**src/rtl/svc_pkg.sv**
```systemverilog
// Shared types and widths for the service counter block.
package svc_pkg;

  typedef enum logic [1:0] {
    IDLE  = 2'd0,
    SERVE = 2'd1,
    DONE  = 2'd2
  } svc_state_e;

  localparam int NUM_W      = 4;
  localparam int TIME_W     = 4;
  localparam int STAT_CNT_W = 8;
  localparam int STAT_CYC_W = 16;

  localparam int PRESCALE_W = 16;

endpackage

```
**src/rtl/svc_tick_gen.sv**
```systemverilog
// Prescaler: pulses tick once every TICK_DIV enabled cycles, counted from clr.
module svc_tick_gen
  import svc_pkg::*;
#(
  parameter int unsigned TICK_DIV = 4
) (
  input  logic clk,
  input  logic rst_n,
  input  logic clr,
  input  logic en,
  output logic tick
);

  localparam logic [PRESCALE_W-1:0] TC = PRESCALE_W'(TICK_DIV - 1);

  logic [PRESCALE_W-1:0] cnt_q, cnt_d;

  // Terminal count is combinational so the FSM sees it on the TICK_DIV-th cycle.
  assign tick = en && (cnt_q == TC);

  always_comb begin
    cnt_d = cnt_q;
    if (clr || !en || tick) begin
      cnt_d = '0;
    end else begin
      cnt_d = cnt_q + PRESCALE_W'(1);
    end
  end

  always_ff @(posedge clk or negedge rst_n) begin
    if (!rst_n) begin
      cnt_q <= '0;
    end else begin
      cnt_q <= cnt_d;
    end
  end

endmodule

```
**src/rtl/service_counter.sv**
```systemverilog
// Service window counter: loads a customer/time pair, counts it down, pulses done.
// Optional statistics ports are built when SVC_STATS_EN is defined.
//   state | meaning
//   IDLE  | window free, waiting for ld
//   SERVE | counting remain down once per tick
//   DONE  | one-cycle end-of-service, done asserted
module service_counter
  import svc_pkg::*;
#(
  parameter int unsigned TICK_DIV = 4
) (
  input  logic              clk,
  input  logic              rst_n,
  input  logic              ld,
  input  logic [NUM_W-1:0]  dn,
  input  logic [TIME_W-1:0] dt,
  output logic              busy,
  output logic [NUM_W-1:0]  cur_num,
  output logic [TIME_W-1:0] remain,
  output logic              done
`ifdef SVC_STATS_EN
  ,
  output logic [STAT_CNT_W-1:0] served_cnt,
  output logic [STAT_CYC_W-1:0] busy_cycles
`endif
);

  svc_state_e        state_q, state_d;
  logic [NUM_W-1:0]  cur_num_q, cur_num_d;
  logic [TIME_W-1:0] remain_q, remain_d;
  logic              busy_q, busy_d;
  logic              done_q, done_d;
  logic              accept;
  logic              tick;

  svc_tick_gen #(
    .TICK_DIV (TICK_DIV)
  ) u_tick_gen (
    .clk   (clk),
    .rst_n (rst_n),
    .clr   (accept),
    .en    (state_q == SERVE),
    .tick  (tick)
  );

  always_comb begin
    state_d   = state_q;
    cur_num_d = cur_num_q;
    remain_d  = remain_q;
    accept    = 1'b0;
    case (state_q)
      IDLE: begin
        if (ld) begin
          accept    = 1'b1;
          cur_num_d = dn;
          remain_d  = dt;
          state_d   = (dt == '0) ? DONE : SERVE;
        end
      end
      SERVE: begin
        if (tick) begin
          if (remain_q != '0) begin
            remain_d = remain_q - TIME_W'(1);
          end
          if (remain_q <= TIME_W'(1)) begin
            state_d = DONE;
          end
        end
      end
      DONE:    state_d = IDLE;
      default: state_d = IDLE;
    endcase
    // Outputs are registered off the next state so they align with it.
    busy_d = (state_d != IDLE);
    done_d = (state_d == DONE);
  end

  always_ff @(posedge clk or negedge rst_n) begin
    if (!rst_n) begin
      state_q   <= IDLE;
      cur_num_q <= '0;
      remain_q  <= '0;
      busy_q    <= 1'b0;
      done_q    <= 1'b0;
    end else begin
      state_q   <= state_d;
      cur_num_q <= cur_num_d;
      remain_q  <= remain_d;
      busy_q    <= busy_d;
      done_q    <= done_d;
    end
  end

  assign busy    = busy_q;
  assign cur_num = cur_num_q;
  assign remain  = remain_q;
  assign done    = done_q;

`ifdef SVC_STATS_EN
  logic [STAT_CNT_W-1:0] served_q, served_d;
  logic [STAT_CYC_W-1:0] busy_cyc_q, busy_cyc_d;

  always_comb begin
    served_d   = served_q;
    busy_cyc_d = busy_cyc_q;
    if (state_q == DONE && served_q != '1) begin
      served_d = served_q + STAT_CNT_W'(1);
    end
    if (busy_q && busy_cyc_q != '1) begin
      busy_cyc_d = busy_cyc_q + STAT_CYC_W'(1);
    end
  end

  always_ff @(posedge clk or negedge rst_n) begin
    if (!rst_n) begin
      served_q   <= '0;
      busy_cyc_q <= '0;
    end else begin
      served_q   <= served_d;
      busy_cyc_q <= busy_cyc_d;
    end
  end

  assign served_cnt  = served_q;
  assign busy_cycles = busy_cyc_q;
`endif

endmodule

```
**config.mk**
```make
export PLATFORM = sky130hd
export DESIGN_NAME = service_counter
export DESIGN_NICKNAME = d
export VERILOG_FILES = /design/src/rtl/svc_pkg.sv /design/src/rtl/svc_tick_gen.sv /design/src/rtl/service_counter.sv
export SDC_FILE = /design/constraint.sdc
export NUM_CORES = 1
export LEC_CHECK = 0
export CORE_AREA = 5 5 75 77
export CTS_CLUSTER_SIZE = 16
export DETAILED_ROUTE_END_ITERATION = 16
export DIE_AREA = 0 0 80 82
export HOLD_SLACK_MARGIN = 0.15
export SKIP_CTS_REPAIR_TIMING = 1
export SYNTH_ARGS = -nofsm -noshare
export SYNTH_HDL_FRONTEND = slang
export SYNTH_SLANG_ARGS = --single-unit
export TNS_END_PERCENT = 1
```
**constraint.sdc**
```tcl
create_clock -name clk -period 6.45 [get_ports clk]
set_clock_uncertainty 0.2 [all_clocks]
set_input_delay 0.9675 -clock clk [delete_from_list [all_inputs] [get_ports clk]]
set_output_delay 0.9675 -clock clk [all_outputs]
set_load 0.01 [all_outputs]
```
==> results_dict.tcl <==
set metrics [dict create \
    outcome "completed" \
    die_area_sq_um 6560 \
    power_leakage_nw 0.682 \
    floorplan.rows 26 \
    layout_commonest_cell "dfrtp_1" \
    critical_path_start_type "input port" \
    setup_total_negative_slack_ns 0 \
    p_int_w 0.000427 \
    clk_pin_slew_ns 0.09 \
    post_drt_via_cell_ratio 4.51 \
    cellPowerDensity_nw_per_um2 371 \
    ys_seq_area_share_pct 50.5 \
    path_max_fanout 9 \
    final-setup-viol-count 0 \
    dp_worst_setup_slack_ns 3.25 \
    worstSetupPathType "input port to flip-flop" \
    final_net_count 172 \
    die_y_um 82 \
    worst_skew_pair.late_latency_ns 0.27 \
    final_min_period_over_clock_period_pct 45.4 \
    core-area_sq_um 4940 \
    seqPwrFrac_pct 40.0 \
    crit_path_leading_delay_family "simple AND/OR/NAND/NOR gates" \
    htree_num_levels 1 \
    worst_path_max_delay_cell "or3b_1" \
    post_synthesis_mean_instance_area_sq_um 10.3 \
    worst_ep_arrival_time_ns 2.91 \
    cp.buffers_inverters 1 \
    grt_use_total_pct 8.97 \
    final_core_util_pct 35.0 \
    most_frequent_cells_in_the_layout "28 x dfrtp_1, 22 x nor2_1, 20 x clkdlybuf4s50_1" \
    dominantRegCellSynth "dfrtp_1" \
    ratio_of_cells_with_drive_above_1_in_the_final_layout_pct 6.41 \
    grt_setup_unrepaired "false" \
    remaining_drc_errors 0 \
    grt_remaining_overflow 0 \
    number_of_flops_mapped_to_enable_cells_by_yosys 0 \
    initial_core_util_pct 28.1 \
    postRouteAntennaNets 0 \
    power.switching_w 0.000216 \
    max_cap_viol_count 0 \
    crit_path_cell_trace "clkdlybuf4s50_1 -> or3b_1 -> a32o_2 -> or4_1 -> o211ai_1" \
    timing.hold.worst.class "flip-flop to flip-flop" \
    hpwl_um 1930 \
    critPathCaptureType "flip-flop" \
    place_congestion 0.769 \
    ys_warn_count 0 \
    top_level_ports 21 \
    grt_first_pass_wirelength_um 4740 \
    detailroute.via_count 1019 \
    placed_area_sq_um 1660 \
    irDropWorstVdd_uv 118 \
    drt_pass1_iterations 4 \
    synth_fp_nets 150 \
    clock_power_share_pct 21.1 \
    clock-sinks 28 \
    finalCriticalPeriod_ns 2.93 \
    share_of_the_synthesized_area_in_the_top_cell_type_pct 50.5 \
    synth_cells 135 \
    final.setup.worst_slack_ns 3.52 \
    tritoncts "yes" \
    die_x_um 80 \
    max_freq_mhz 341 \
    drt_iter0_markers 55 \
    post_synth_num_cell_types 33 \
    max_slew.worst_pin.slew_ns 0.604 \
    wirelength_um 2730 \
    slew_hr_pct 59.7 \
    final_count_of_pins_violating_max_slew 0 \
    switching_share_pct 33.6 \
    numPlacedInstances 222 \
    layoutNonFillerInstCount 226 \
    clock-root-buffer "clkbuf_8" \
    port_buffers 20 \
    grt_pass1_vias 1020 \
    antennaDiodeCount 0 \
    grt_antenna_before_repair 0 \
    cts_made_buffers 3 \
    post_synth_main_area_contributors "dfrtp_1 50%, xnor2_1 8.2%, nor2_1 5.9%" \
    crit_required_ns 6.43 \
    final_cell_area_sq_um 1730 \
    ys_async_sr_fraction_pct 100 \
    syn_area_sq_um 1390 \
    grt_start_max_net_pins 29 \
    synth.ff_latch_count 28 \
    slowest_delay_ns 0.50 \
    synthDominantAreaCellType "dfrtp_1" \
    drt-wirelength-per-cell_um 12.1 \
    hold_viol 0 \
    largest_buffer_count_on_any_clock_path 2 \
    combinationalPowerShare_pct 38.8 \
    syn_to_final_growth_pct 24.8 \
]
-- final timing paths --
| check | from | end | slack (ns) | depth (start not counted) |
|---|---|---|---|---|
| max reg2reg | u_tick_gen.cnt_q[0] | u_tick_gen.cnt_q[14] | 4.16 | 5 |
| min reg2reg | u_tick_gen.cnt_q[0] | u_tick_gen.cnt_q[0] | 0.29 | 1 |
| max in group asynchronous | rst_n | remain[0] | 4.90 | 2 |
| max | ld | remain[3] | 3.52 | 5 |
| min in group asynchronous | rst_n | busy | 0.87 | 2 |
| min | u_tick_gen.cnt_q[0] | u_tick_gen.cnt_q[0] | 0.29 | 1 |
-- flip-flops by register name, summed over array words and instances (netlist names) --
register and flops:
remain 4, cur_num 4, u_tick_gen.cnt_q 16, state_q 2
done 1, busy 1
-- cell families (layout without fill, tap and decap cells) --
| kind of cell | after synthesis | count (layout) | synth area share [%] |
|---|---|---|---|
| AO/OA/AOI/OAI | 15 | 15 | 7.93 |
| XOR/XNOR | 14 | 14 | 8.83 |
| adder cells (fa/ha/maj) | 4 | 4 | 3.60 |
| AND/OR/NAND/NOR | 59 | 59 | 21.5 |
| flip-flops | 28 | 28 | 50.5 |
| buffers and inverters | 9 | 30 | 2.97 |
| multiplexers | 6 | 6 | 4.68 |
-- stage by stage --
step                      total power, W  hold slack (ns)
after floorplan                 0.000415            0.255
after global placement          0.000511            0.281
after detailed placement        0.000515            0.279
after CTS                       0.000656            0.292
after global routing            0.000693            0.310
final                           0.000643            0.292
-- Yosys cell counts, drive strengths merged (2+ instances only) --
cell type,number
nor2,22
dfrtp,28
nand4,4
a31oi,2
o21ai,3
nand2b,2
nand2,5
nor3,5
nor4,7
ha,4
nand3,5
clkbuf,3
mux2i,2
mux2,4
or4,2
xnor2,13
o32ai,2
o211ai,2
o22a,2
inv,5
-- power by group through the flow --
stage          Combinational (W)  Clock (W)  Sequential [W]
3_5_place_dp            0.000254          0        0.000261
2_1_floorplan           0.000147          0        0.000268
6_report                0.000250   0.000136        0.000257
5_1_grt                 0.000279   0.000150        0.000265
4_1_cts                 0.000256   0.000143        0.000258
3_3_place_gp            0.000249          0        0.000263
-- routing by layer --
| metal | track usage (%) | part of all wire (%) | up-vias |
|---|---|---|---|
| li1 | - | - | 527 |
| met5 | 0 | 0 | - |
| met4 | 2.03 | 0.44 | 0 |
| met2 | 14.2 | 43 | 22 |
| met3 | 2.74 | 5.5 | 2 |
| met1 | 12.0 | 51 | 468 |
-- worst register-to-register path, stage by stage, from the launching register on --
cell,delay (ns)
dfrtp_1,0.39
ha_1,0.23
nor4b_1,0.31
nand4_1,0.40
nand2_1,0.53
nor2_1,0.11
-- layout make-up --
cell class / instances / area [sq um]
Clock buffer: 3 / 41.3
Multi-Input combinational cell: 98 / 647
Fill cell: 519 / 3210
Sequential cell: 28 / 701
Inverter: 5 / 18.8
Clock inverter: 1 / 30.0
Timing Repair Buffer: 21 / 208
Tap cell: 70 / 87.6
Power figures use the tool's default switching activity.
